===== src/rtl/irq_collect.sv =====
// irq_collect: destination-side interrupt collector.
// Latches one-cycle interrupt pulses into per-source pending bits, keeps
// saturating per-source event counters and overrun flags, and drives a
// single level interrupt to the CPU through an enable mask and a
// moderation holdoff timer.
module irq_collect #(
  parameter int N_SRC     = 8,
  parameter int CNT_W     = 8,
  parameter int HOLDOFF_W = 16,
  localparam int SEL_W    = (N_SRC > 1) ? $clog2(N_SRC) : 1
) (
  input  logic                 clk,
  input  logic                 rst_n,
  input  logic [N_SRC-1:0]     irq_in,
  input  logic                 enable_wr,
  input  logic [N_SRC-1:0]     enable_wdata,
  input  logic                 clear_wr,
  input  logic [N_SRC-1:0]     clear_wdata,
  input  logic                 holdoff_wr,
  input  logic [HOLDOFF_W-1:0] holdoff_wdata,
  input  logic [SEL_W-1:0]     cnt_sel,
  output logic [CNT_W-1:0]     cnt_rdata,
  output logic [N_SRC-1:0]     pending,
  output logic [N_SRC-1:0]     overrun,
  output logic [N_SRC-1:0]     enable,
  output logic                 irq_out
);

  localparam logic [CNT_W-1:0]     CNT_MAX     = {CNT_W{1'b1}};
  localparam logic [CNT_W-1:0]     CNT_ONE     = CNT_W'(1);
  localparam logic [HOLDOFF_W-1:0] HOLDOFF_ONE = HOLDOFF_W'(1);
  localparam logic [HOLDOFF_W-1:0] HOLDOFF_ZERO = '0;

  typedef enum logic [1:0] {
    S_IDLE    = 2'd0,
    S_ASSERT  = 2'd1,
    S_HOLDOFF = 2'd2
  } state_t;

  // Per-source state
  logic [N_SRC-1:0]     pending_q, pending_d;
  logic [N_SRC-1:0]     overrun_q, overrun_d;
  logic [N_SRC-1:0]     enable_q, enable_d;
  logic [CNT_W-1:0]     count_q [N_SRC];
  logic [CNT_W-1:0]     count_d [N_SRC];

  // Configuration and readback
  logic [HOLDOFF_W-1:0] holdoff_len_q, holdoff_len_d;
  logic [CNT_W-1:0]     cnt_rdata_q, cnt_rdata_d;

  // Output interrupt state machine
  state_t               state_q;
  logic [HOLDOFF_W-1:0] timer_q;
  logic                 irq_out_q;

  logic [N_SRC-1:0]     clr_mask;
  logic                 active;

  // Clear strobe qualified into a per-source write-1-to-clear mask
  always_comb begin
    clr_mask = clear_wr ? clear_wdata : '0;
  end

  // Per-source pending/overrun/counter next state; a pulse beats a clear
  // on pending and the counter, but a clear always wins on overrun
  always_comb begin
    pending_d = pending_q;
    overrun_d = overrun_q;
    count_d   = count_q;
    for (int i = 0; i < N_SRC; i++) begin
      pending_d[i] = irq_in[i] | (pending_q[i] & ~clr_mask[i]);
      if (clr_mask[i]) begin
        overrun_d[i] = 1'b0;
        count_d[i]   = irq_in[i] ? CNT_ONE : '0;
      end else begin
        overrun_d[i] = overrun_q[i] | (irq_in[i] & pending_q[i]);
        if (irq_in[i] && (count_q[i] != CNT_MAX)) begin
          count_d[i] = count_q[i] + CNT_ONE;
        end else begin
          count_d[i] = count_q[i];
        end
      end
    end
  end

  // Enable mask and holdoff length register writes
  always_comb begin
    enable_d      = enable_wr ? enable_wdata : enable_q;
    holdoff_len_d = holdoff_wr ? holdoff_wdata : holdoff_len_q;
  end

  // Counter readback mux; selects beyond the last source read as zero
  always_comb begin
    cnt_rdata_d = '0;
    for (int i = 0; i < N_SRC; i++) begin
      if (cnt_sel == i[SEL_W-1:0]) begin
        cnt_rdata_d = count_q[i];
      end
    end
  end

  // An enabled source with a registered pending bit requests the CPU
  always_comb begin
    active = |(pending_q & enable_q);
  end

  // Registered per-source state, configuration and readback
  always_ff @(posedge clk or negedge rst_n) begin
    if (!rst_n) begin
      pending_q     <= '0;
      overrun_q     <= '0;
      enable_q      <= '0;
      holdoff_len_q <= '0;
      cnt_rdata_q   <= '0;
      for (int i = 0; i < N_SRC; i++) begin
        count_q[i] <= '0;
      end
    end else begin
      pending_q     <= pending_d;
      overrun_q     <= overrun_d;
      enable_q      <= enable_d;
      holdoff_len_q <= holdoff_len_d;
      cnt_rdata_q   <= cnt_rdata_d;
      for (int i = 0; i < N_SRC; i++) begin
        count_q[i] <= count_d[i];
      end
    end
  end

  // Interrupt moderation FSM; the holdoff length is sampled only when
  // leaving ASSERT, so a write during a running holdoff affects the next one
  always_ff @(posedge clk or negedge rst_n) begin
    if (!rst_n) begin
      state_q   <= S_IDLE;
      timer_q   <= '0;
      irq_out_q <= 1'b0;
    end else begin
      case (state_q)
        S_IDLE: begin
          if (active) begin
            state_q   <= S_ASSERT;
            irq_out_q <= 1'b1;
          end else begin
            irq_out_q <= 1'b0;
          end
        end
        S_ASSERT: begin
          if (!active) begin
            irq_out_q <= 1'b0;
            if (holdoff_len_q == HOLDOFF_ZERO) begin
              state_q <= S_IDLE;
            end else begin
              state_q <= S_HOLDOFF;
              timer_q <= holdoff_len_q;
            end
          end else begin
            irq_out_q <= 1'b1;
          end
        end
        S_HOLDOFF: begin
          irq_out_q <= 1'b0;
          timer_q   <= timer_q - HOLDOFF_ONE;
          if (timer_q <= HOLDOFF_ONE) begin
            state_q <= S_IDLE;
          end
        end
        default: begin
          state_q   <= S_IDLE;
          irq_out_q <= 1'b0;
        end
      endcase
    end
  end

  assign pending   = pending_q;
  assign overrun   = overrun_q;
  assign enable    = enable_q;
  assign cnt_rdata = cnt_rdata_q;
  assign irq_out   = irq_out_q;

endmodule


===== config.mk =====
export PLATFORM = sky130hd
export DESIGN_NAME = irq_collect
export DESIGN_NICKNAME = d
export VERILOG_FILES = /design/src/rtl/irq_collect.sv
export SDC_FILE = /design/constraint.sdc
export NUM_CORES = 1
export LEC_CHECK = 0
export CAP_MARGIN = 30
export CELL_PAD_IN_SITES_DETAIL_PLACEMENT = 1
export CELL_PAD_IN_SITES_GLOBAL_PLACEMENT = 1
export CORE_MARGIN = 5
export CORE_UTILIZATION = 32
export CTS_BUF_LIST = sky130_fd_sc_hd__clkbuf_4 sky130_fd_sc_hd__clkbuf_8 sky130_fd_sc_hd__clkbuf_16
export CTS_CLUSTER_DIAMETER = 120
export CTS_CLUSTER_SIZE = 24
export DETAILED_ROUTE_END_ITERATION = 10
export PLACE_DENSITY = 0.59
export REMOVE_ABC_BUFFERS = 1
export SLEW_MARGIN = 20
export SYNTH_ARGS = -nofsm -noshare
export SYNTH_HDL_FRONTEND = slang
export SYNTH_SLANG_ARGS = --single-unit

===== constraint.sdc =====
create_clock -name clk -period 2.8 [get_ports clk]
set_input_delay 0.28 -clock clk [delete_from_list [all_inputs] [get_ports clk]]
set_output_delay 0.28 -clock clk [all_outputs]
set_load 0.1 [all_outputs]

==> results of run 1 <==
-- what timing repair did --
action / in CTS / in global routing
endpoints found under the hold margin: 52 / 0
hold buffers: 1 / 0
resized for setup: 0 / 0
-- state kept, by name (all words and copies together) (netlist names) --
register       count
cnt_rdata          8
enable             8
state_q            2
pending            8
count_q           64
irq_out            1
holdoff_len_q     16
timer_q           16
overrun            8
-- worst max-delay path: stages (launching register included) --
cell and delay, ns:
dfrtp_1 0.38, or4_1 0.61, o41a_1 0.61, nand2_1 0.34, o221ai_1 0.15
-- per-stage QoR --
stage / area (sq um) / instances / hold slack [ns]
after floorplan: 6620 / 607 / -0.0156
after global placement: 7750 / 969 / 0.281
after detailed placement: 7750 / 969 / 0.283
after CTS: 8330 / 999 / 0.420
after global routing: 8330 / 999 / 0.459
final: 8330 / 999 / 0.403
-- cell usage after synthesis (all sizes together), types with 8 or more instances --
library cell / number
o21ai: 20
and4: 11
a311oi: 8
and2: 14
clkbuf: 23
a21oi: 35
nor3: 23
a211oi: 17
mux2: 30
dfrtp: 131
mux4: 16
a41o: 8
nand3: 24
nand4: 18
inv: 23
and3: 13
xnor2: 9
o211ai: 8
a31oi: 18
ha: 10
nor2: 42
a22oi: 8
nand2: 45
-- kinds of logic after synthesis --
logic type / after synthesis
mux: 49
buf+inv: 51
xor+xnor: 12
fa+ha+maj: 10
flops: 131
simple gates: 219
compound gates: 163
-- routing by layer --
metal | global-route usage, % | routed length [um] | vias up
met1 | 23.2 | 9560 | 2920
met3 | 3.56 | 794 | 18
met5 | 0 | 0 | -
li1 | - | - | 2603
met2 | 28.9 | 9990 | 112
met4 | 4.54 | 243 | 0
-- power breakdown --
part | leakage [nW] | internal (mW) | switching (mW)
Sequential | 1.65 | 2.17 | 0.354
Combinational | 1.53 | 0.500 | 0.879
Clock | 0.289 | 1.39 | 0.804
Total | 3.47 | 4.06 | 2.04
-- cell type report --
| class | instances | area, sq um | share of cell area (%) |
|---|---|---|---|
| clock buffers | 23 | 489 | 5.87 |
| flip-flops and latches | 131 | 3280 | 39.4 |
| multi-input cells | 453 | 3260 | 39.1 |
| clock inverters | 6 | 80.1 | 0.961 |
| well taps | 275 | 344 | 4.13 |
| inverters | 23 | 86.3 | 1.04 |
| repair buffers | 88 | 795 | 9.54 |
-- final timing paths --
kind	to	slack (ns)	depth (start not counted)
setup / recovery	timer_q[10]	0.57	4
hold / removal	count_q[24]	0.40	2
setup reg to reg	timer_q[10]	0.57	4
hold reg to reg	overrun[1]	0.50	2
max in group asynchronous	count_q[50]	1.57	3
min in group clk	holdoff_len_q[10]	0.44	3
==> impl_metrics.tcl, run 1 <==
set metrics [dict create \
    setup_violations 0 \
    core_area_sq_um 20900 \
    finalPower_mw 6.10 \
    crit_type "flop to flop" \
    required_ns 3.08 \
    wl_per_cell_um 20.6 \
    period_minus_slack_ns 2.23 \
    synth_compound_area_share_pct 17.1 \
    remaining_drc_errors 0 \
    final.period_utilization_pct 79.5 \
    path_max_fanout 10 \
    status "complete, no violations" \
    synth.yosys.seq_area_share_pct 48.7 \
    place_ws_ns 0.583 \
    grt_max_degree 80 \
    vias_per_cell 5.66 \
    layout-drive-gt1-share_pct 17.1 \
    synth_top_area_share_pct 48.7 \
    setup.worst_path.end_class "flop" \
    synthSimpleGateAreaFrac_pct 17.0 \
    n_antenna_cell 0 \
    clkLatencyLatePin_ns 0.42 \
    fmaxAchievable_ghz 0.449 \
    synth_top_area_cell "dfrtp_1" \
    crit_start "holdoff_len_q[3]" \
    nets 772 \
    synth-warning-count 0 \
    worstMarginPinSlew_ns 0.839 \
    port-buffer-count 80 \
    yosysUniqueCellTypes 58 \
    placementRows 53 \
    cap_violations 0 \
    dr.pass1.iters 4 \
    start_util_pct 32.2 \
    final_cell_mix "dfrtp_1, clkdlybuf4s50_1, nand2_1" \
    dr_total_vias 5653 \
    area_delta_synth_final_pct 23.6 \
    wirelength_um 20600 \
    power_leakage_nw 3.47 \
    grt_use_total_pct 17.4 \
    grt_pass1_wl_um 33200 \
    setup_tns_ns 0 \
    synthAdderAreaFrac_pct 1.86 \
    dp_hpwl_um 15100 \
    antenna_left 0 \
    ys_ff_latch 131 \
    layout_setup_ws_ns 0.573 \
    fin_worst_skew_ns 0.00922 \
    synth_edf_count 0 \
    initialDrtViolationCount 287 \
    syn-cell-area_sq_um 6740 \
    ctsRootBufferMaster "clkbuf_16" \
    crit_arrival_ns 2.51 \
    clk_transition_reported_paths_ns 0.06 \
    relSlewSlack_pct 43.6 \
    rsz0062_at_grt "no" \
    async_reset_ff_share_pct 100 \
    numCtsBuffers 17 \
    synth_ff_type "dfrtp_1" \
    die_h_um 155 \
    synth_top_family_by_area "compound AO/OA/AOI/OAI gates" \
    avgSynthCellArea_sq_um 10.6 \
    hp-class "input port to async pin" \
    cts_tree "done" \
    clockBufferDepth 2 \
    fill_cells 2319 \
    cts_sinks 131 \
    h-tree-depth 4 \
    drv_slew 0 \
    io_pins 81 \
    synth_xor_xnor_area_share_pct 1.56 \
    hold_violations 0 \
    antenna_found_initial 0 \
    startpoint_type "flop" \
    fin_util_pct 39.9 \
    place.gp.congestion 0.848 \
    worstReg2RegStart "holdoff_len_q[3]" \
    grt_pass1_vias 5967 \
    die_area_sq_um 24100 \
    syn_inst 635 \
    pwr_density_cell_nw_per_um2 732 \
    cts_setup_buffers 0 \
    ir_drop_mv 0.338 \
    grt-ovfl-total 0 \
    synthMuxAreaShare_pct 10.8 \
    final_common_cell "dfrtp_1" \
    synth_area_leaders "dfrtp_1, mux4_2, mux2_2, a21oi_1, nand2_1" \
    die_w_um 155 \
]
Note: power is estimated with default switching activity, not from simulation.
==> inputs of run 2 (changes only) <==
==> constraint.sdc (replaced) <==
create_clock -name clk -period 2.3 [get_ports clk]
set_input_delay 0.23 -clock clk [delete_from_list [all_inputs] [get_ports clk]]
set_output_delay 0.23 -clock clk [all_outputs]
set_load 0.1 [all_outputs]
==> run 2 against run 1 <==
Compared with the run above: critical path type unchanged; count of clock-buffer cells in the layout shrank 5; first-iteration DRC count increased by 7.3%; register-to-register slack got worse by 0.43 ns; combinational power rose by 23%; via count is 0.23% higher; die area stayed put.
==> impl_metrics.tcl, run 2 (synthesis gave the netlist of run 1 again) <==
set metrics [dict create \
    setup_violations 0 \
    final_common_cell "dfrtp_1" \
    regArea_sq_um 3280 \
    remaining_drc_errors 0 \
    multi_input_area_sq_um 3260 \
    hold_violations 0 \
    area_delta_synth_final_pct 25.8 \
    crit_arrival_ns 2.49 \
    grt_max_degree 45 \
    cp_slowest_cell "or4_1" \
    nets 788 \
    required_ns 2.63 \
    vias_per_cell 5.57 \
    rsz0062_at_grt "no" \
    fin_worst_skew_ns 0.0124 \
    fill_cells 2318 \
    wl_per_cell_um 20.3 \
    reg_top3 "count_q (64), holdoff_len_q (16), timer_q (16)" \
    antenna_found_initial 0 \
    pwr_density_cell_nw_per_um2 881 \
    cts_tree "done" \
    dr.pass1.iters 4 \
    grt_pass1_vias 6026 \
    finalPower_mw 7.47 \
    drv_slew 0 \
    wirelength_um 20700 \
    regMostFlops "count_q" \
    cts_sinks 131 \
    hp-class "input port to async pin" \
    path_buf_inv 0 \
    clk_transition_reported_paths_ns 0.06 \
    clockBufferDepth 2 \
    path_max_fanout 10 \
    dr_total_vias 5666 \
    cap_violations 0 \
    period_minus_slack_ns 2.16 \
    relSlewSlack_pct 57.2 \
    crit_chain "or4_1, o41a_1, a221o_1, o221ai_1" \
    antenna_left 0 \
    power_leakage_nw 3.55 \
    die_h_um 155 \
    layout-drive-gt1-share_pct 19.4 \
    worstMarginPinSlew_ns 0.639 \
    place.gp.congestion 0.803 \
    core_area_sq_um 20900 \
    die_area_sq_um 24100 \
    grt_use_total_pct 17.8 \
    startpoint_type "flop" \
    fmaxAchievable_ghz 0.463 \
    final.period_utilization_pct 94.0 \
    final_cells 1018 \
    n_antenna_cell 0 \
    io_pins 81 \
    h-tree-depth 4 \
    cpPeakStageDelay_ns 0.60 \
    numCtsBuffers 17 \
    die_w_um 155 \
    setup.worst_path.end_class "flop" \
    ctsRootBufferMaster "clkbuf_16" \
    start_util_pct 32.2 \
    ir_drop_mv 0.431 \
    placementRows 53 \
    crit_family "compound AO/OA/AOI/OAI gates" \
    clkLatencyLatePin_ns 0.42 \
    grt_pass1_wl_um 34100 \
    status "complete, no violations" \
    setup_tns_ns 0 \
    final_cell_mix "dfrtp_1, buf_4, clkdlybuf4s50_1" \
    port-buffer-count 80 \
    crit_type "flop to flop" \
    grt-ovfl-total 0 \
    initialDrtViolationCount 308 \
    place_inst 985 \
    largest_register_ffs 64 \
    dp_hpwl_um 15100 \
    cts_setup_buffers 0 \
]
## run 2: worst paths after layout
check	start	end	slack [ns]	depth (start not counted)
worst max register to register	holdoff_len_q[3]	timer_q[10]	0.14	4
worst min-delay path	rst_n	enable[5]	0.31	2
worst max-delay path	holdoff_len_q[3]	timer_q[10]	0.14	4
worst min register to register	overrun[1]	overrun[1]	0.51	2
min in group clk	holdoff_wdata[10]	holdoff_len_q[10]	0.39	3
max in group asynchronous	rst_n	timer_q[12]	1.29	3
## run 2: timing repair
item,CTS,global route
resized for setup,0,1
endpoints found under the hold margin,38,0
hold buffers,1,0
endpoints found under the setup margin,0,3
## run 2: metrics by stage
stage	hold slack [ns]	worst slack [ns]	util, %	cell area (sq um)
after global placement	0.181	0.0846	37.7	7880
final	0.312	0.139	40.6	8470
after CTS	0.307	0.0217	40.6	8470
after global routing	0.341	0.0669	40.6	8470
after floorplan	-0.0656	-0.0397	-	6620
after detailed placement	0.186	0.0402	37.7	7880
## run 2: cell type report
cell class                      count  share of cell area (%)
Clock buffer                       18                    5.18
Inverter                           23                    1.02
Clock inverter                     14                    1.64
Multi-Input combinational cell    453                    38.5
Tap cell                          275                    4.06
Timing Repair Buffer              104                    10.9
Sequential cell                   131                    38.7
## run 2: power breakdown
group | switching, mW | internal (mW) | total [mW] | leakage [nW]
Sequential | 0.426 | 2.64 | 3.07 | 1.65
Combinational | 1.06 | 0.639 | 1.70 | 1.61
Clock | 1.08 | 1.61 | 2.70 | 0.281
Total | 2.57 | 4.90 | 7.47 | 3.55
## run 2: per-layer routing
metal  routed length [um]  global-route usage, %  vias up
met5                    0                      0        -
met4                  309                   5.51        0
met3                  696                   3.62       22
met2                10100                   29.1      100
met1                 9580                   24.0     2908
li1                     -                      -     2636
==> inputs of run 3 (changes only) <==
--- a/config.mk
+++ b/config.mk
@@ -14,8 +14,10 @@
 export CTS_CLUSTER_DIAMETER = 120
 export CTS_CLUSTER_SIZE = 24
 export DETAILED_ROUTE_END_ITERATION = 10
+export GPL_ROUTABILITY_DRIVEN = 0
 export PLACE_DENSITY = 0.59
 export REMOVE_ABC_BUFFERS = 1
+export SKIP_LAST_GASP = 1
 export SLEW_MARGIN = 20
 export SYNTH_ARGS = -nofsm -noshare
 export SYNTH_HDL_FRONTEND = slang
==> results of run 3 <==
No change in the layout: final DEF, timing and power equal those of run 2.
